## config.mk

```make
export PLATFORM = sky130hd
export DESIGN_NAME = capture_align_ctrl_flat
export DESIGN_NICKNAME = d
export VERILOG_FILES = /design/src/rtl/capture_align_ctrl_if.sv /design/src/rtl/capture_align_ctrl.sv /design/src/flat_wrapper.sv
export SDC_FILE = /design/constraint.sdc
export NUM_CORES = 1
export LEC_CHECK = 0
export CAP_MARGIN = 10
export CORE_MARGIN = 5
export CORE_UTILIZATION = 55
export CTS_CLUSTER_DIAMETER = 30
export DETAILED_ROUTE_END_ITERATION = 10
export PLACE_DENSITY = 0.76
export SLEW_MARGIN = 20
export SYNTH_ARGS = -nofsm -noshare
export SYNTH_HDL_FRONTEND = slang
export SYNTH_SLANG_ARGS = --single-unit
```

## constraint.sdc

```tcl
create_clock -name clkin -period 2.7 [get_ports clkin]
set_clock_uncertainty 0.15 [all_clocks]
set_input_delay 0.54 -clock clkin [delete_from_list [all_inputs] [get_ports clkin]]
set_output_delay 0.54 -clock clkin [all_outputs]
set_load 0.005 [all_outputs]
```

## src/rtl/capture_align_ctrl_if.sv

```systemverilog
// ---------------------------------------------------------------------------
// capture_align_ctrl_if
// Bundles the DCM / capture-datapath side signals of the alignment
// sequencer into one interface.
//
// Signals:
//   locked     DCM lock indication (into controller)
//   rxdata     captured 8-bit data from the datapath (into controller)
//   ps_done    DCM phase-shift done pulse (into controller)
//   dp_rst     datapath reset, active-high (from controller)
//   ps_en      DCM phase-shift enable pulse (from controller)
//   ps_incdec  phase-shift direction, always increment (from controller)
//   aligned    training pattern verified at current tap (from controller)
//   fail       all taps exhausted, sticky (from controller)
//   tap_cnt    phase-shift steps issued since lock acquisition (from controller)
//   err_cnt    mismatches seen while aligned   (only with ALIGN_STATS_EN)
//   shift_evt  aligned-to-recheck events        (only with ALIGN_STATS_EN)
//
// Modports: master = the sequencer, slave = DCM / datapath side.
// Optional build macro: ALIGN_STATS_EN adds the statistics signals.
// ---------------------------------------------------------------------------
interface capture_align_ctrl_if;
    logic       locked;
    logic [7:0] rxdata;
    logic       ps_done;
    logic       dp_rst;
    logic       ps_en;
    logic       ps_incdec;
    logic       aligned;
    logic       fail;
    logic [7:0] tap_cnt;
`ifdef ALIGN_STATS_EN
    logic [15:0] err_cnt;
    logic [7:0]  shift_evt;

    modport master (
        input  locked, rxdata, ps_done,
        output dp_rst, ps_en, ps_incdec, aligned, fail, tap_cnt,
        output err_cnt, shift_evt
    );
    modport slave (
        output locked, rxdata, ps_done,
        input  dp_rst, ps_en, ps_incdec, aligned, fail, tap_cnt,
        input  err_cnt, shift_evt
    );
`else
    modport master (
        input  locked, rxdata, ps_done,
        output dp_rst, ps_en, ps_incdec, aligned, fail, tap_cnt
    );
    modport slave (
        output locked, rxdata, ps_done,
        input  dp_rst, ps_en, ps_incdec, aligned, fail, tap_cnt
    );
`endif
endinterface

```

## src/rtl/capture_align_ctrl.sv

```systemverilog
// ---------------------------------------------------------------------------
// capture_align_ctrl
// Alignment sequencer for the DCM-clocked 8-bit capture datapath. Holds the
// datapath in reset until the DCM locks and settles, checks the incrementing
// training pattern, steps the DCM fine phase until the pattern is clean,
// declares alignment and then watches for loss of alignment.
//
// Ports:
//   clkin   system clock, rising edge
//   rstin   asynchronous reset, active-low
//   bus     capture_align_ctrl_if.master (locked, rxdata, ps_done in;
//           dp_rst, ps_en, ps_incdec, aligned, fail, tap_cnt out;
//           err_cnt, shift_evt out when ALIGN_STATS_EN is defined)
//
// Optional build macro: ALIGN_STATS_EN (mismatch / recheck statistics).
// ---------------------------------------------------------------------------
module capture_align_ctrl #(
    parameter int SETTLE_CYC  = 16,
    parameter int DP_LAT      = 2,
    parameter int CHECK_LEN   = 64,
    parameter int MAX_TAPS    = 32,
    parameter int LOSS_THRESH = 4
) (
    input  logic                 clkin,
    input  logic                 rstin,
    capture_align_ctrl_if.master bus
);

    typedef enum logic [2:0] {
        ST_WAIT_LOCK,
        ST_SETTLE,
        ST_CHECK,
        ST_SHIFT_REQ,
        ST_SHIFT_WAIT,
        ST_ALIGNED,
        ST_FAILED
    } state_t;

    state_t      state_q, state_d;
    logic [7:0]  settle_q, settle_d;
    logic [3:0]  lat_q, lat_d;
    logic        loaded_q, loaded_d;
    logic [7:0]  prev_q, prev_d;
    logic [9:0]  pass_q, pass_d;
    logic [3:0]  miss_q, miss_d;
    logic [7:0]  tap_q, tap_d;
    logic        dp_rst_q, dp_rst_d;
    logic        ps_en_q, ps_en_d;
    logic        aligned_q, aligned_d;
    logic        fail_q, fail_d;
`ifdef ALIGN_STATS_EN
    logic [15:0] err_q, err_d;
    logic [7:0]  shift_q, shift_d;
`endif

    // 8-bit compare so 0xFF followed by 0x00 counts as a pass.
    logic pattern_ok;
    assign pattern_ok = (bus.rxdata == prev_q + 8'd1);

    // ---------------- state / counter / output registers ----------------
    always_ff @(posedge clkin or negedge rstin) begin
        if (!rstin) begin
            state_q   <= ST_WAIT_LOCK;
            settle_q  <= '0;
            lat_q     <= '0;
            loaded_q  <= 1'b0;
            prev_q    <= '0;
            pass_q    <= '0;
            miss_q    <= '0;
            tap_q     <= '0;
            dp_rst_q  <= 1'b1;
            ps_en_q   <= 1'b0;
            aligned_q <= 1'b0;
            fail_q    <= 1'b0;
`ifdef ALIGN_STATS_EN
            err_q     <= '0;
            shift_q   <= '0;
`endif
        end else begin
            state_q   <= state_d;
            settle_q  <= settle_d;
            lat_q     <= lat_d;
            loaded_q  <= loaded_d;
            prev_q    <= prev_d;
            pass_q    <= pass_d;
            miss_q    <= miss_d;
            tap_q     <= tap_d;
            dp_rst_q  <= dp_rst_d;
            ps_en_q   <= ps_en_d;
            aligned_q <= aligned_d;
            fail_q    <= fail_d;
`ifdef ALIGN_STATS_EN
            err_q     <= err_d;
            shift_q   <= shift_d;
`endif
        end
    end

    // ---------------- next-state and counter logic ----------------
    always_comb begin
        state_d  = state_q;
        settle_d = settle_q;
        lat_d    = lat_q;
        loaded_d = loaded_q;
        // prev only matters once loaded; tracking rxdata every cycle keeps
        // both the load and the per-cycle update trivially correct.
        prev_d   = bus.rxdata;
        pass_d   = pass_q;
        miss_d   = miss_q;
        tap_d    = tap_q;
`ifdef ALIGN_STATS_EN
        err_d    = err_q;
        shift_d  = shift_q;
`endif
        case (state_q)
            ST_WAIT_LOCK: begin
                if (bus.locked) begin
                    state_d  = ST_SETTLE;
                    settle_d = '0;
                end
            end
            ST_SETTLE: begin
                if (settle_q == 8'(SETTLE_CYC - 1)) begin
                    state_d  = ST_CHECK;
                    lat_d    = '0;
                    loaded_d = 1'b0;
                    pass_d   = '0;
                end else begin
                    settle_d = settle_q + 8'd1;
                end
            end
            ST_CHECK: begin
                if (lat_q != 4'(DP_LAT)) begin
                    lat_d = lat_q + 4'd1;          // pipeline flush, data ignored
                end else if (!loaded_q) begin
                    loaded_d = 1'b1;               // reference sample, no compare
                end else if (pattern_ok) begin
                    if (pass_q == 10'(CHECK_LEN - 1)) begin
                        state_d = ST_ALIGNED;
                        miss_d  = '0;
                    end else begin
                        pass_d = pass_q + 10'd1;
                    end
                end else begin
                    state_d = ST_SHIFT_REQ;
                end
            end
            ST_SHIFT_REQ: begin
                if (tap_q == 8'(MAX_TAPS)) begin
                    state_d = ST_FAILED;
                end else begin
                    state_d = ST_SHIFT_WAIT;
                    tap_d   = tap_q + 8'd1;
                end
            end
            ST_SHIFT_WAIT: begin
                if (bus.ps_done) begin
                    state_d  = ST_CHECK;
                    lat_d    = '0;
                    loaded_d = 1'b0;
                    pass_d   = '0;
                end
            end
            ST_ALIGNED: begin
                if (pattern_ok) begin
                    miss_d = '0;
                end else begin
`ifdef ALIGN_STATS_EN
                    if (err_q != 16'hFFFF) err_d = err_q + 16'd1;
`endif
                    if (miss_q == 4'(LOSS_THRESH - 1)) begin
                        // Recheck at the same tap: datapath is already
                        // flushed, so skip the latency wait and just reload.
                        state_d  = ST_CHECK;
                        miss_d   = '0;
                        lat_d    = 4'(DP_LAT);
                        loaded_d = 1'b0;
                        pass_d   = '0;
`ifdef ALIGN_STATS_EN
                        if (shift_q != 8'hFF) shift_d = shift_q + 8'd1;
`endif
                    end else begin
                        miss_d = miss_q + 4'd1;
                    end
                end
            end
            ST_FAILED: state_d = ST_FAILED;
            default:   state_d = ST_WAIT_LOCK;
        endcase

        // Lock loss overrides every other transition, including ps_done
        // and the final passing compare.
        if (!bus.locked) begin
            state_d  = ST_WAIT_LOCK;
            settle_d = '0;
            lat_d    = '0;
            loaded_d = 1'b0;
            pass_d   = '0;
            miss_d   = '0;
            tap_d    = '0;
`ifdef ALIGN_STATS_EN
            err_d    = '0;
            shift_d  = '0;
`endif
        end
    end

    // ---------------- registered output decode ----------------
    always_comb begin
        dp_rst_d  = (state_d == ST_WAIT_LOCK) || (state_d == ST_SETTLE);
        ps_en_d   = (state_q == ST_SHIFT_REQ) && (state_d == ST_SHIFT_WAIT);
        aligned_d = (state_d == ST_ALIGNED);
        fail_d    = (state_d == ST_FAILED);
    end

    assign bus.dp_rst    = dp_rst_q;
    assign bus.ps_en     = ps_en_q;
    assign bus.ps_incdec = 1'b1;
    assign bus.aligned   = aligned_q;
    assign bus.fail      = fail_q;
    assign bus.tap_cnt   = tap_q;
`ifdef ALIGN_STATS_EN
    assign bus.err_cnt   = err_q;
    assign bus.shift_evt = shift_q;
`endif

endmodule

```

## src/flat_wrapper.sv

```systemverilog
// flat-port wrapper written by rule: the top's interface ports become plain ports
module capture_align_ctrl_flat 
#(
    parameter int SETTLE_CYC  = 16,
    parameter int DP_LAT      = 2,
    parameter int CHECK_LEN   = 64,
    parameter int MAX_TAPS    = 32,
    parameter int LOSS_THRESH = 4
)
  (clkin, rstin, bus_locked, bus_rxdata, bus_ps_done, bus_dp_rst, bus_ps_en, bus_ps_incdec, bus_aligned, bus_fail, bus_tap_cnt);
  capture_align_ctrl_if bus_i ();
  input  logic clkin;
  input  logic rstin;
  input wire logic [$bits(bus_i.locked)-1:0] bus_locked;
  input wire logic [$bits(bus_i.rxdata)-1:0] bus_rxdata;
  input wire logic [$bits(bus_i.ps_done)-1:0] bus_ps_done;
  output wire logic [$bits(bus_i.dp_rst)-1:0] bus_dp_rst;
  output wire logic [$bits(bus_i.ps_en)-1:0] bus_ps_en;
  output wire logic [$bits(bus_i.ps_incdec)-1:0] bus_ps_incdec;
  output wire logic [$bits(bus_i.aligned)-1:0] bus_aligned;
  output wire logic [$bits(bus_i.fail)-1:0] bus_fail;
  output wire logic [$bits(bus_i.tap_cnt)-1:0] bus_tap_cnt;
  assign bus_i.locked = bus_locked;
  assign bus_i.rxdata = bus_rxdata;
  assign bus_i.ps_done = bus_ps_done;
  assign bus_dp_rst = bus_i.dp_rst;
  assign bus_ps_en = bus_i.ps_en;
  assign bus_ps_incdec = bus_i.ps_incdec;
  assign bus_aligned = bus_i.aligned;
  assign bus_fail = bus_i.fail;
  assign bus_tap_cnt = bus_i.tap_cnt;
  capture_align_ctrl #(.SETTLE_CYC(SETTLE_CYC), .DP_LAT(DP_LAT), .CHECK_LEN(CHECK_LEN), .MAX_TAPS(MAX_TAPS), .LOSS_THRESH(LOSS_THRESH)) u_core (.clkin(clkin), .rstin(rstin), .bus(bus_i));
endmodule
```

==> results of run 1 <==
==> cell families after synthesis <==
logic type                 count (synthesis)
and+or+nand+nor                          132
AOI/OAI and AO/OA                         86
DFF                                       50
buffers and inverters                     24
xor gates and xnor gates                  17
adders and majority gates                  8
muxes                                      2
other                                      1
==> flip-flops by register name, summed over array words and instances, names as in the netlist <==
register and cells:
u_core.bus.aligned 1, u_core.bus.dp_rst 1, u_core.bus.fail 1, u_core.bus.ps_en 1
u_core.bus.tap_cnt 8, u_core.lat_q 4, u_core.loaded_q 1, u_core.miss_q 4
u_core.pass_q 10, u_core.prev_q 8, u_core.settle_q 8, u_core.state_q 3
==> per-layer routing <==
layer	wire length, um	vias to the layer above
li1	-	1275
met1	3080	1203
met2	3030	82
met3	325	11
met4	95	0
met5	0	-
==> area by class of cell <==
class,count,area [um2],area share (%)
Multi-Input combinational cell,246,1610,44.7
Clock inverter,1,30.0,0.834
Timing Repair Buffer,59,504,14.0
Sequential cell,50,1250,34.8
Inverter,10,37.5,1.04
Clock buffer,7,76.3,2.12
Tap cell,70,87.6,2.43
==> cells in the final DEF (no fill, tap or decap), types with 4 or more instances in the layout <==
cell type	count
dfrtp_1	49
buf_4	36
o21ai_0	25
nor2_1	24
nand2_1	22
nand3_1	20
clkdlybuf4s50_1	17
a21oi_1	11
inv_1	10
and3_1	10
nand4_1	9
and2_1	9
ha_1	8
a31oi_1	7
xnor2_1	7
o21ai_1	7
nor2b_1	6
nand2b_1	6
xor2_1	6
clkbuf_8	5
nor4_1	4
a22o_1	4
dlymetal6s2s_1	4
==> repair_timing <==
item | CTS | global route
gates cloned | 0 | 0
setup endpoints to repair | 8 | 11
hold buffers | 0 | 0
setup buffers | 0 | 1
endpoints found under the hold margin | 0 | 0
pin swaps | 0 | 4
resized for setup | 1 | 8
==> worst max-delay path, cell delays in order <==
cell	delay, ns
clkdlybuf4s50_1	0.53
xor2_2	0.18
nand3_1	0.11
a21boi_1	0.17
buf_4	0.16
a211oi_4	0.22
buf_4	0.17
nand2_2	0.08
or4_1	0.47
nand3_1	0.09
==> final timing paths <==
| path | to | cells past startpoint |
|---|---|---|
| min | u_core.lat_q[0] | 2 |
| max reg2reg | u_core.pass_q[3] | 8 |
| min in group clkin | u_core.prev_q[7] | 1 |
| max | u_core.pass_q[3] | 10 |
| max in group asynchronous | u_core.bus.tap_cnt[2] | 2 |
| min reg2reg | u_core.pass_q[5] | 1 |
==> metrics by stage <==
| step | TNS [ns] | util, % | setup WS [ns] |
|---|---|---|---|
| detailed placement | -7.89 | 67.0 | -0.400 |
| global placement | -5.57 | 67.0 | -0.306 |
| CTS | 0 | 69.1 | 0.00211 |
| floorplan | 0 | - | 0.272 |
| global route | -0.0731 | 70.0 | -0.0297 |
| finish | 0 | 70.0 | 0.0826 |
==> power by group <==
group	switching [mW]	internal [mW]
combinational	0.0684	0.0596
clock	0.239	0.277
sequential	0.00977	0.756
total	0.317	1.09
==> results.cfg, run 1 <==
[timing]
fin_crit_ns = 2.62
hold_slack_ns = 0.192
setup_viol = 0
worst_pin_slew_ns = 0.618
slew_headroom_pct = 58.8
post-route-period-util_pct = 96.9
maxSlewViolCount = 0
final-hold-violation-count = 0
clock.fmax_mhz = 382

[run]
maxCapViolCount = 0

[global_routing]
grt_max_degree = 51
grt_util_met2_pct = 31.0
overflow = 0
grt_antenna_before_repair = 0
use_met1_pct = 26.5
grt_pass1_vias = 2457
top_usage_layer = met2
grt.met3_usage_pct = 3.37
grt_pass1_wl_um = 11200
grtUsageTotal_pct = 19.3

[floorplan]
core_area_mm2 = 0.00514
io-pin-count = 25
dieArea_mm2 = 0.00690
initial_core_util_pct = 57.1
rows = 26
die-height_um = 83.1
dieWidth_um = 83.1

[pwr]
irDropWorstVdd_uv = 374
p_leak_nw = 1.64
power.total_mw = 1.41
powerDensity_mw_per_mm2 = 392

[status]
status = finished clean

[clock_network]
htreeDepth = 2
clk_pin_slew_ns = 0.09
clockBufferDepth = 2
cts_tree = yes
clk_latency_ns = 0.30
cts_buffers = 5
cts_sinks = 50
root_buffer = clkbuf_8

[worst_setup_path]
cp-end-kind = flip-flop
r2r_start = u_core.prev_q[2]
crit_type = in2reg
worst_ep_required_time_ns = 2.79
cp-start-kind = primary input
crit_start = bus_rxdata[6]
timing.reg2reg.setup_slack_ns = 0.12
crit_arrival_ns = 2.70
worstPathMaxFanout = 6

[detailed_routing]
num_vias = 2571
ant_nets = 0
wl_per_cell_um = 14.7
drc = 0
dr.pass1.iters = 5
detail_route.wirelength_um = 6520
viasPerCell = 5.80
drt-initial-drc-count = 159

[yosys]
synth_nets = 340
synthArstFlopShare_pct = 100
ys_ff_latch = 50
synth_edf_count = 0
synth_most_common_cell = dfrtp_1
yosysTopAreaCellShare_pct = 41.8
synthXorXnorAreaFrac_pct = 5.07
ys_types = 62
synth_top_family_by_area = simple AND/OR/NAND/NOR gates
synth_top_area_cell = dfrtp_1
yosysSeqAreaShare_pct = 42.7
synthSimpleGateAreaFrac_pct = 24.5
synthCells = 320
yosys_warnings = 0
synthTopCellsByArea = dfrtp_1 (42%), o21ai_0 (4.3%), ha_1 (3.4%)
synth_common_cells = dfrtp_1 (49), o21ai_0 (25), nor2_1 (24), nand2_1 (22), nand3_1 (20)
synth_area_mm2 = 0.00294
synth_fa_ha_area_share_pct = 3.41
synth_compound_area_share_pct = 20.0
synth_mux_area_share_pct = 0.725
avgSynthCellArea_um2 = 9.17
ys.flop_type = dfrtp_1

[min_path]
hold_class = in2async

[layout]
syn2layout_area_growth_pct = 22.6
final_cells = 443
fin_area_mm2 = 0.00360
n_antenna_cell = 0
n_fill_cell = 392
fin_nets = 392
drive_above_1_share_pct = 16.1

[placed_design]
dp.cells = 434
port_buffers = 23
place_area_mm2 = 0.00345
globalplace.congestion = 0.843
dpl.hpwl_um = 4690
Power figures use the tool's default switching activity.
==> run 2, diff against run 1 <==
--- a/config.mk
+++ b/config.mk
@@ -10,7 +10,9 @@
 export CORE_UTILIZATION = 55
 export CTS_CLUSTER_DIAMETER = 30
 export DETAILED_ROUTE_END_ITERATION = 10
+export GPL_ROUTABILITY_DRIVEN = 0
 export PLACE_DENSITY = 0.76
+export SETUP_SLACK_MARGIN = 0.02
 export SLEW_MARGIN = 20
 export SYNTH_ARGS = -nofsm -noshare
 export SYNTH_HDL_FRONTEND = slang
==> results.cfg, run 2 (same netlist as run 1, synthesis figures left out) <==
[timing]
slew_headroom_pct = 58.3
worst_pin_slew_ns = 0.625
worst_slack_ns = 0.114
setup_viol = 0
final-hold-violation-count = 0
maxSlewViolCount = 0
rsz0062_at_grt = no
clock.fmax_mhz = 387
fin_crit_ns = 2.59
post-route-period-util_pct = 95.8
hold_slack_ns = 0.192

[worst_setup_path]
crit_start = u_core.prev_q[2]
worstPathMaxFanout = 7
r2r_start = u_core.prev_q[2]
cp-start-kind = flip-flop
ff2ff_path_depth = 8
timing.reg2reg.setup_slack_ns = 0.11
crit_arrival_ns = 2.67
worst_ep_required_time_ns = 2.79
cp-end-kind = flip-flop
crit_type = reg2reg

[pwr]
p_int_mw = 1.09
p_clk_share_pct = 36.7
switching_share_pct = 22.6
p_sw_mw = 0.320
irDropWorstVdd_uv = 373
power.total_mw = 1.41
seq_power_share_pct = 54.2
combPwrFrac_pct = 9.1
powerDensity_mw_per_mm2 = 392
p_leak_nw = 1.62

[placed_design]
pre_cts_ws_ns = -0.400
dpl.hpwl_um = 4690
port_buffers = 23
dp.cells = 434

[status]
status = finished clean

[detailed_routing]
viasPerCell = 5.73
ant_nets = 0
num_vias = 2538
wl_per_cell_um = 14.8
detail_route.wirelength_um = 6540
dr.pass1.iters = 4
drt-initial-drc-count = 179
drc = 0

[clock_network]
clockBufferDepth = 2
clk_pin_slew_ns = 0.09
htreeDepth = 2
clk_latency_ns = 0.30
root_buffer = clkbuf_8
cts_buffers = 5
cts_sinks = 50
cts_hold_buffers = 0
cts_tree = yes

[layout]
syn2layout_area_growth_pct = 22.7
n_antenna_cell = 0
largest_reg_flops = 10
fin_nets = 392
n_fill_cell = 392
regMostFlops = u_core.pass_q
final_common_cell = dfrtp_1
drive_above_1_share_pct = 15.8
final_cells = 443
final_cell_mix = dfrtp_1 (49), buf_4 (36), o21ai_0 (24), nor2_1 (24), nand2_1 (22)

[floorplan]
io-pin-count = 25
initial_core_util_pct = 57.1
dieWidth_um = 83.1
core_area_mm2 = 0.00514
rows = 26
dieArea_mm2 = 0.00690
die-height_um = 83.1

[min_path]
hold_class = in2async

[global_routing]
overflow = 0
grt_max_degree = 51
grt_pass1_wl_um = 11200
grtUsageTotal_pct = 19.3
grt_antenna_before_repair = 0
grt_pass1_vias = 2459

[run]
maxCapViolCount = 0
-- run 2: changes by cell type in the layout (fill, tap and decap cells not counted) --
| cell | delta |
|---|---|
| o21ai_1 | +1 |
| a2111oi_0 | -1 |
| xnor2_2 | -1 |
| o21ai_0 | -1 |
| a2111oi_2 | -1 |
| dlymetal6s2s_1 | -1 |
| xnor2_1 | +1 |
| a2111oi_4 | +1 |
| dlygate4sd2_1 | +1 |
| a2111oi_1 | +1 |
-- run 2: path summary, 6_finish.rpt --
path / end
worst max-delay path: u_core.pass_q[3]
worst min-delay path: u_core.lat_q[0]
worst max register to register: u_core.pass_q[3]
worst min register to register: u_core.settle_q[7]
max in group asynchronous: u_core.bus.tap_cnt[1]
min in group clkin: u_core.prev_q[7]
-- run 2: metrics by stage --
step	cell area, um2	TNS, ns	utilization [%]
floorplan	2940	0	-
global placement	3450	-5.57	67.0
detailed placement	3450	-7.89	67.0
CTS	3560	0	69.2
global route	3600	0	70.1
finish	3600	0	70.1
-- run 2: metal layers --
layer  GRT usage [%]  vias up  routed length, um
met5               0        -                  0
met4            5.94        0                 73
met3            3.37        7                206
met2            31.0       50               3050
met1            26.6     1204               3210
li1                -     1277                  -
-- run 2: repair_timing --
action                     in CTS  in global routing
pin swaps                       1                  1
setup buffers                   0                  1
resized for setup               3                  8
setup endpoints to repair      11                 16
gates cloned                    0                  0
-- run 2: power groups by stage --
stage               Clock [mW]  Combinational [mW]  Sequential (mW)
floorplan                    0              0.0614            0.778
global placement             0               0.122            0.779
detailed placement           0               0.125            0.779
CTS                      0.528               0.126            0.765
global route             0.564               0.144            0.767
finish                   0.518               0.129            0.766
-- run 2: critical path: stages, from the launching register on --
cell	delay (ns)
dfrtp_1	0.48
nand3_2	0.14
or4_4	0.49
buf_4	0.16
a211oi_4	0.29
buf_4	0.17
nand2_2	0.08
or4_1	0.47
nand3_1	0.09
-- run 2: layout make-up --
cell class	count	area, um2	area share, %
multi-input cells	246	1620	44.9
clock inverters	1	30.0	0.834
repair buffers	59	500	13.9
well taps	70	87.6	2.43
flip-flops and latches	50	1250	34.8
clock buffers	7	76.3	2.12
inverters	10	37.5	1.04
==> run 3, diff against run 2 <==
--- a/config.mk
+++ b/config.mk
@@ -8,9 +8,10 @@
 export CAP_MARGIN = 10
 export CORE_MARGIN = 5
 export CORE_UTILIZATION = 55
-export CTS_CLUSTER_DIAMETER = 30
+export CTS_CLUSTER_DIAMETER = 150
 export DETAILED_ROUTE_END_ITERATION = 10
 export GPL_ROUTABILITY_DRIVEN = 0
+export HOLD_SLACK_MARGIN = 0.03
 export PLACE_DENSITY = 0.76
 export SETUP_SLACK_MARGIN = 0.02
 export SLEW_MARGIN = 20
==> results of run 3 <==
The final DEF is identical to that of run 2; final timing and power are the same.
